### src/rtl/cp0_defs.sv
// CP0 shared definitions: register numbers, excepttype codes, ExcCode values,
// Status/Cause field positions and the excepttype decoder.
package cp0_defs;

    // mtc0/mfc0 register numbers
    localparam logic [4:0] CP0_BADVADDR = 5'd8;
    localparam logic [4:0] CP0_COUNT    = 5'd9;
    localparam logic [4:0] CP0_COMPARE  = 5'd11;
    localparam logic [4:0] CP0_STATUS   = 5'd12;
    localparam logic [4:0] CP0_CAUSE    = 5'd13;
    localparam logic [4:0] CP0_EPC      = 5'd14;

    // Encoded excepttype values arriving from MEM
    localparam logic [31:0] EXC_NONE = 32'h00;
    localparam logic [31:0] EXC_INT  = 32'h01;
    localparam logic [31:0] EXC_ADEL = 32'h04;
    localparam logic [31:0] EXC_ADES = 32'h05;
    localparam logic [31:0] EXC_SYS  = 32'h08;
    localparam logic [31:0] EXC_BP   = 32'h09;
    localparam logic [31:0] EXC_RI   = 32'h0a;
    localparam logic [31:0] EXC_OV   = 32'h0c;
    localparam logic [31:0] EXC_ERET = 32'h0e;

    // Cause.ExcCode values
    localparam logic [4:0] CODE_INT  = 5'd0;
    localparam logic [4:0] CODE_ADEL = 5'd4;
    localparam logic [4:0] CODE_ADES = 5'd5;
    localparam logic [4:0] CODE_SYS  = 5'd8;
    localparam logic [4:0] CODE_BP   = 5'd9;
    localparam logic [4:0] CODE_RI   = 5'd10;
    localparam logic [4:0] CODE_OV   = 5'd12;

    // Status field positions
    localparam int unsigned ST_IE    = 0;
    localparam int unsigned ST_EXL   = 1;
    localparam int unsigned ST_IM_LO = 8;
    localparam int unsigned ST_IM_HI = 15;
    localparam int unsigned ST_BEV   = 22;

    // Cause field positions
    localparam int unsigned CA_EXC_LO  = 2;
    localparam int unsigned CA_EXC_HI  = 6;
    localparam int unsigned CA_IPSW_LO = 8;
    localparam int unsigned CA_IPSW_HI = 9;
    localparam int unsigned CA_IPHW_LO = 10;
    localparam int unsigned CA_IPHW_HI = 15;
    localparam int unsigned CA_BD      = 31;

    typedef struct packed {
        logic       valid;    // recognised exception that commits state
        logic       badaddr;  // address error: BadVAddr is loaded
        logic [4:0] code;     // ExcCode to record
    } exc_dec_t;

    // Map an excepttype to its commit action; eret and unknown codes are not "valid"
    function automatic exc_dec_t exc_decode(input logic [31:0] t);
        exc_dec_t d;
        d = '0;
        d.valid = 1'b1;
        case (t)
            EXC_INT:  d.code = CODE_INT;
            EXC_ADEL: begin d.code = CODE_ADEL; d.badaddr = 1'b1; end
            EXC_ADES: begin d.code = CODE_ADES; d.badaddr = 1'b1; end
            EXC_SYS:  d.code = CODE_SYS;
            EXC_BP:   d.code = CODE_BP;
            EXC_RI:   d.code = CODE_RI;
            EXC_OV:   d.code = CODE_OV;
            default:  d.valid = 1'b0;
        endcase
        return d;
    endfunction

endpackage

### src/rtl/cp0_timer.sv
// CP0 Count/Compare timer: prescaled Count, Compare and a sticky match interrupt.
module cp0_timer
    import cp0_defs::*;
#(
    parameter int unsigned CNT_DIV = 1
) (
    input  logic        clk,
    input  logic        resetn,
    input  logic        count_we_i,
    input  logic        compare_we_i,
    input  logic [31:0] wdata_i,
    output logic [31:0] count_o,
    output logic [31:0] compare_o,
    output logic        timer_int_o
);

    logic        tick;
    logic [31:0] count_q, count_d, compare_q, compare_d;
    logic        tint_q, tint_d;

    if (CNT_DIV == 0) begin : g_nodiv
        assign tick = 1'b1;
    end else begin : g_div
        logic [CNT_DIV-1:0] presc_q, presc_d;
        // Prescaler restarts whenever Count is reloaded so the first step is a full period
        always_comb presc_d = count_we_i ? '0 : presc_q + 1'b1;
        // Prescaler register
        always_ff @(posedge clk or negedge resetn) begin
            if (!resetn) presc_q <= '0;
            else         presc_q <= presc_d;
        end
        assign tick = &presc_q;
    end

    // Next-state: the match uses the registered Count, so a Count write landing on
    // Compare only raises the interrupt on the following edge; a Compare write clears it
    always_comb begin
        count_d   = count_q;
        compare_d = compare_q;
        tint_d    = tint_q | ((count_q == compare_q) && (compare_q != '0));
        if (count_we_i)      count_d = wdata_i;
        else if (tick)       count_d = count_q + 32'd1;
        if (compare_we_i) begin
            compare_d = wdata_i;
            tint_d    = 1'b0;
        end
    end

    // Timer state registers
    always_ff @(posedge clk or negedge resetn) begin
        if (!resetn) begin
            count_q   <= '0;
            compare_q <= '0;
            tint_q    <= 1'b0;
        end else begin
            count_q   <= count_d;
            compare_q <= compare_d;
            tint_q    <= tint_d;
        end
    end

    assign count_o     = count_q;
    assign compare_o   = compare_q;
    assign timer_int_o = tint_q;

endmodule

### src/rtl/cp0_exc_ctrl.sv
// CP0 exception controller: holds Status/Cause/EPC/BadVAddr, commits exceptions
// from MEM, serves mtc0/mfc0 and drives flush/redirect.
module cp0_exc_ctrl
    import cp0_defs::*;
#(
    parameter logic [31:0] EXC_VECTOR = 32'hBFC00380,
    parameter int unsigned CNT_DIV    = 1
) (
    input  logic        clk,
    input  logic        resetn,
    input  logic [31:0] excepttype_i,
    input  logic [31:0] pc_i,
    input  logic        in_delayslot_i,
    input  logic [31:0] bad_addr_i,
    input  logic [5:0]  int_i,
    input  logic        we_i,
    input  logic [4:0]  waddr_i,
    input  logic [31:0] wdata_i,
    input  logic [4:0]  raddr_i,
    output logic [31:0] rdata_o,
    output logic [31:0] status_o,
    output logic [31:0] cause_o,
    output logic [31:0] epc_o,
    output logic        flush_o,
    output logic [31:0] newpc_o,
    output logic        timer_int_o
);

    exc_dec_t    dec;
    logic        is_eret, mtc0_we;
    logic [31:0] count, compare;
    logic        timer_int;

    logic [7:0]  im_q, im_d;
    logic        exl_q, exl_d, ie_q, ie_d;
    logic        bd_q, bd_d;
    logic [5:0]  iphw_q, iphw_d;
    logic [1:0]  ipsw_q, ipsw_d;
    logic [4:0]  code_q, code_d;
    logic [31:0] epc_q, epc_d, badv_q, badv_d;

    assign dec     = exc_decode(excepttype_i);
    assign is_eret = (excepttype_i == EXC_ERET);
    assign flush_o = (excepttype_i != EXC_NONE);
    assign newpc_o = is_eret ? epc_q : EXC_VECTOR;
    // A flushed instruction must not retire its mtc0
    assign mtc0_we = we_i & ~flush_o;

    cp0_timer #(.CNT_DIV(CNT_DIV)) u_timer (
        .clk          (clk),
        .resetn       (resetn),
        .count_we_i   (mtc0_we && (waddr_i == CP0_COUNT)),
        .compare_we_i (mtc0_we && (waddr_i == CP0_COMPARE)),
        .wdata_i      (wdata_i),
        .count_o      (count),
        .compare_o    (compare),
        .timer_int_o  (timer_int)
    );
    assign timer_int_o = timer_int;

    // Next-state: exception commit beats eret beats mtc0; hardware IP always samples
    always_comb begin
        im_d   = im_q;
        exl_d  = exl_q;
        ie_d   = ie_q;
        bd_d   = bd_q;
        ipsw_d = ipsw_q;
        code_d = code_q;
        epc_d  = epc_q;
        badv_d = badv_q;
        iphw_d = {timer_int | int_i[5], int_i[4:0]};
        if (dec.valid) begin
            // Nested exception keeps the original return point
            if (!exl_q) begin
                epc_d = in_delayslot_i ? pc_i - 32'd4 : pc_i;
                bd_d  = in_delayslot_i;
            end
            exl_d  = 1'b1;
            code_d = dec.code;
            if (dec.badaddr) badv_d = bad_addr_i;
        end else if (is_eret) begin
            exl_d = 1'b0;
        end else if (mtc0_we) begin
            case (waddr_i)
                CP0_STATUS: begin
                    im_d  = wdata_i[ST_IM_HI:ST_IM_LO];
                    exl_d = wdata_i[ST_EXL];
                    ie_d  = wdata_i[ST_IE];
                end
                CP0_CAUSE:    ipsw_d = wdata_i[CA_IPSW_HI:CA_IPSW_LO];
                CP0_EPC:      epc_d  = wdata_i;
                CP0_BADVADDR: badv_d = wdata_i;
                default: ;
            endcase
        end
    end

    // Status/Cause/EPC/BadVAddr registers
    always_ff @(posedge clk or negedge resetn) begin
        if (!resetn) begin
            im_q   <= '0;
            exl_q  <= 1'b0;
            ie_q   <= 1'b0;
            bd_q   <= 1'b0;
            iphw_q <= '0;
            ipsw_q <= '0;
            code_q <= '0;
            epc_q  <= '0;
            badv_q <= '0;
        end else begin
            im_q   <= im_d;
            exl_q  <= exl_d;
            ie_q   <= ie_d;
            bd_q   <= bd_d;
            iphw_q <= iphw_d;
            ipsw_q <= ipsw_d;
            code_q <= code_d;
            epc_q  <= epc_d;
            badv_q <= badv_d;
        end
    end

    // Assemble architectural Status/Cause views; BEV is hardwired to 1
    always_comb begin
        status_o = '0;
        status_o[ST_BEV]            = 1'b1;
        status_o[ST_IM_HI:ST_IM_LO] = im_q;
        status_o[ST_EXL]            = exl_q;
        status_o[ST_IE]             = ie_q;
        cause_o = '0;
        cause_o[CA_BD]                   = bd_q;
        cause_o[CA_IPHW_HI:CA_IPHW_LO]   = iphw_q;
        cause_o[CA_IPSW_HI:CA_IPSW_LO]   = ipsw_q;
        cause_o[CA_EXC_HI:CA_EXC_LO]     = code_q;
    end
    assign epc_o = epc_q;

    // mfc0 read mux; unimplemented registers read as zero
    always_comb begin
        rdata_o = '0;
        case (raddr_i)
            CP0_BADVADDR: rdata_o = badv_q;
            CP0_COUNT:    rdata_o = count;
            CP0_COMPARE:  rdata_o = compare;
            CP0_STATUS:   rdata_o = status_o;
            CP0_CAUSE:    rdata_o = cause_o;
            CP0_EPC:      rdata_o = epc_q;
            default: ;
        endcase
    end

endmodule

### config.mk
export PLATFORM = sky130hd
export DESIGN_NAME = cp0_exc_ctrl
export DESIGN_NICKNAME = d
export VERILOG_FILES = /design/src/rtl/cp0_defs.sv /design/src/rtl/cp0_timer.sv /design/src/rtl/cp0_exc_ctrl.sv
export SDC_FILE = /design/constraint.sdc
export NUM_CORES = 1
export LEC_CHECK = 0
export CORE_MARGIN = 4
export CORE_UTILIZATION = 50
export CTS_BUF_LIST = sky130_fd_sc_hd__clkbuf_4 sky130_fd_sc_hd__clkbuf_8 sky130_fd_sc_hd__clkbuf_16
export DETAILED_ROUTE_END_ITERATION = 10
export DONT_BUFFER_PORTS = 1
export HOLD_SLACK_MARGIN = 0.02
export SETUP_SLACK_MARGIN = 0.3
export SLEW_MARGIN = 20
export SYNTH_ARGS = -nofsm -noshare
export SYNTH_HDL_FRONTEND = slang
export SYNTH_SLANG_ARGS = --single-unit
### constraint.sdc
create_clock -name clk -period 2.8 [get_ports clk]
set_input_delay 0.28 -clock clk [delete_from_list [all_inputs] [get_ports clk]]
set_output_delay 0.28 -clock clk [all_outputs]
set_load 0.005 [all_outputs]
==> metrics.md <==
| Metric | Value |
|---|---|
| Vias | `7872` |
| Maximum fanout along the worst path | `6` |
| Post-synth EDFFs | `0` |
| Vias per Instance | `6.10` |
| Worst-Margin Slew | `0.932 ns` |
| Max Slew Vio Count | `0` |
| Clk_skew | `0.0122 ns` |
| Synth async-reset ratio | `100%` |
| Final period utilization | `76.7%` |
| Worst Setup Path Type | `register to register` |
| Layout area overhead | `12.2%` |
| First-pass GRT wire length | `47400 um` |
| R2r startpoint | `u_timer.count_o[3]` |
| DIE AREA | `21300 sq um` |
| Max Cap Viol | `0` |
| CTS Root Cell | `clkbuf_16` |
| Worst path required time | `3.15 ns` |
| Startpoint Class | `register` |
| Starting Density | `50.9%` |
| Antenna-violating nets left | `0` |
| Max VDD drop | `0.433 mV` |
| Setup Total Neg Slack | `0 ns` |
| Drt total wl | `30700 um` |
| DP Worst Slack | `0.424 ns` |
| Worst hold path class | `input port to async pin` |
| Commonest cells in the netlist | `dfrtp_1 (153), nand2_1 (115), xor2_1 (68)` |
| Pleak | `4.72 nW` |
| Main synth FF type | `dfrtp_1` |
| Dominant cells by area after synthesis | `dfrtp_1 (40%), mux2i_1 (6.9%), xor2_1 (6.3%)` |
| Largest buffer count on any clock path | `2` |
| Die Y | `146 um` |
| Number of diodes | `0` |
| Syn_area_per_cell | `9.35 sq um` |
| Clk sinks | `153` |
| Top-Level Pins | `310` |
| TritonCTS Buffers | `17` |
| Critical path, cell by cell | `and3_1 > nand3_1 > nor4_2 > nand4_1 > xor2_1 > a21oi_1` |
| PnR worst setup slack | `0.653 ns` |
| Synth warn | `0` |
| Area share of the largest cell type after synthesis | `40.2%` |
| Cell taking the most area after synthesis | `dfrtp_1` |
| Reg2Reg Setup Slack | `0.65 ns` |
| Clock transition at path regs | `0.07 ns` |
| Part of the Yosys area used for sequential elements | `40.2%` |
| Crit-path max cell delay | `0.54 ns` |
| Core Region | `18700 sq um` |
| Max Fclk | `0.466 GHz` |
| GRT Util Overall | `28.5%` |
| Cell Rows | `50` |
| Final HPWL DP | `21600 um` |
| Yosys reg bits | `153` |
| Drt wl/cell | `23.8 um` |
| CTS tree | `done` |
| Post-CTS Setup Inserts | `0` |
| Rel. slew slack | `37.6%` |
| Hold Buf Count CTS | `47` |
| TritonRoute pass-1 iters | `5` |
| CP Data Arrival Time | `2.50 ns` |
| Final hold vios | `153` |
| Hold_ws | `-0.449 ns` |
| Routability cong. | `0.854` |
| Initial antenna violation count | `0` |
| H-tree levels | `4` |
| Failing checks | `hold timing` |
| Status | `complete, but fails checks` |
| RSZ-0062 raised after global routing | `false` |
| Number of global-route vias before repair | `7845` |
| Residual DRC | `0` |
| Grt ovf | `0` |
| Die Width | `146 um` |
| Clk Latency, worst-skew pair | `0.43 ns` |
| Share of cells above drive strength 1 | `8.62%` |
| Mapped Area | `9530 sq um` |
| Final net count | `1193` |
| # fillers | `1732` |
| Post-cts resize count | `0` |
| Design Power | `4.68 mW` |
| Top-count cell post-synth | `dfrtp_1` |
| Reg2Reg Depth | `6` |
| Worst setup EP type | `register` |
| Largest net degree at the start of global routing | `154` |
| Port bufs | `0` |
| Reg-to-reg endpoint | `u_timer.count_o[31]` |
| Min cycle time layout | `2.15 ns` |
| Final setup violation count | `0` |
| Unique cell type count in the Yosys netlist | `51` |
| Crit-path slowest cell | `nor4_2` |
| Synthesized instance count | `1019` |
| Cell Pwr Density | `437 nW/um^2` |
| 1st-iter DRT viols | `539` |
==> through the flow <==
stage | hold WS [ns] | utilization, % | cells | area, sq um
floorplan | -0.0156 | - | 1058 | 9680
global placement | -0.00674 | 51.6 | 1211 | 9650
detailed placement | -0.00726 | 51.6 | 1211 | 9650
CTS | -0.479 | 57.1 | 1290 | 10700
global route | -0.480 | 57.1 | 1290 | 10700
finish | -0.449 | 57.1 | 1290 | 10700
==> cell families after synthesis <==
logic type,synth area share [%]
AO/OA/AOI/OAI,12.0
adder cells (fa/ha/maj),0.263
other,0.0788
XOR/XNOR,8.55
multiplexers,12.5
AND/OR/NAND/NOR,19.7
flip-flops,40.2
buffers and inverters,6.75
==> cell type report <==
class	count	area (sq um)	area share (%)
repair buffers	75	743	6.95
clock inverters	14	129	1.21
clock buffers	18	439	4.11
flip-flops and latches	153	3830	35.8
inverters	4	15.0	0.140
multi-input cells	792	5240	49.0
well taps	234	293	2.74
==> flip-flops by register name (all words and copies together) (netlist names) <==
name and flops:
im_q 8, epc_o 32, exl_q 1, badv_q 32, u_timer.timer_int_o 1, u_timer.compare_o 32
code_q 4, u_timer.g_div.presc_q 1, bd_q 1, u_timer.count_o 32, ipsw_q 2, ie_q 1
iphw_q 6
==> worst max-delay path by stage <==
stage                     depth (start not counted)               start             endpoint  slack [ns]
after global placement                            5    excepttype_i[17]              im_q[7]        0.47
after floorplan                                   7    excepttype_i[10]                 ie_q        0.80
after global routing                              6  u_timer.count_o[3]  u_timer.count_o[31]        0.40
after CTS                                         6  u_timer.count_o[3]  u_timer.count_o[31]        0.65
after detailed placement                          5    excepttype_i[17]              im_q[6]        0.42
final                                             6  u_timer.count_o[3]  u_timer.count_o[31]        0.65
==> power breakdown <==
group	switching (mW)	internal (mW)	total [mW]
Combinational	0.105	0.100	0.205
Clock	1.06	1.20	2.25
Sequential	0.00320	2.21	2.22
Total	1.17	3.51	4.68
==> critical path, delay by kind of cell, from the launching register on <==
family / cells / cell delay (ns)
xor gates and xnor gates: 1 / 0.17
AOI/OAI and AO/OA: 1 / 0.14
DFF: 1 / 0.47
and+or+nand+nor: 4 / 1.29
==> cell usage in the layout, fill, tap and decap left out, types with 4 or more instances in the layout <==
cell / instances
o21ai_0: 17
clkbuf_16: 17
nor3_1: 11
and3_1: 8
dlygate4sd3_1: 47
or4_1: 5
nand3_1: 24
nand4b_1: 6
conb_1: 41
inv_6: 4
xor2_1: 68
or3_1: 15
nor4_1: 34
mux2i_1: 66
xnor2_1: 25
buf_4: 23
nor2_2: 4
buf_12: 5
a222oi_1: 8
o21ai_1: 51
mux2_4: 9
mux2_1: 32
dfrtp_1: 153
inv_1: 4
and2_1: 23
nor2b_1: 5
nor2_1: 64
a21oi_1: 36
inv_8: 4
a22oi_1: 63
nand4_1: 25
nand2_1: 115
==> per-layer routing <==
metal / part of all wire, % / track usage, % / vias to the layer above / wire (um)
met4: 1.4 / 7.38 / 0 / 432
met5: 0 / 0 / - / 0
li1: - / - / 3629 / -
met1: 43 / 38.8 / 3910 / 13300
met2: 48 / 46.1 / 307 / 14800
met3: 7.0 / 6.80 / 26 / 2150
Note: power is estimated with default switching activity, not from simulation.
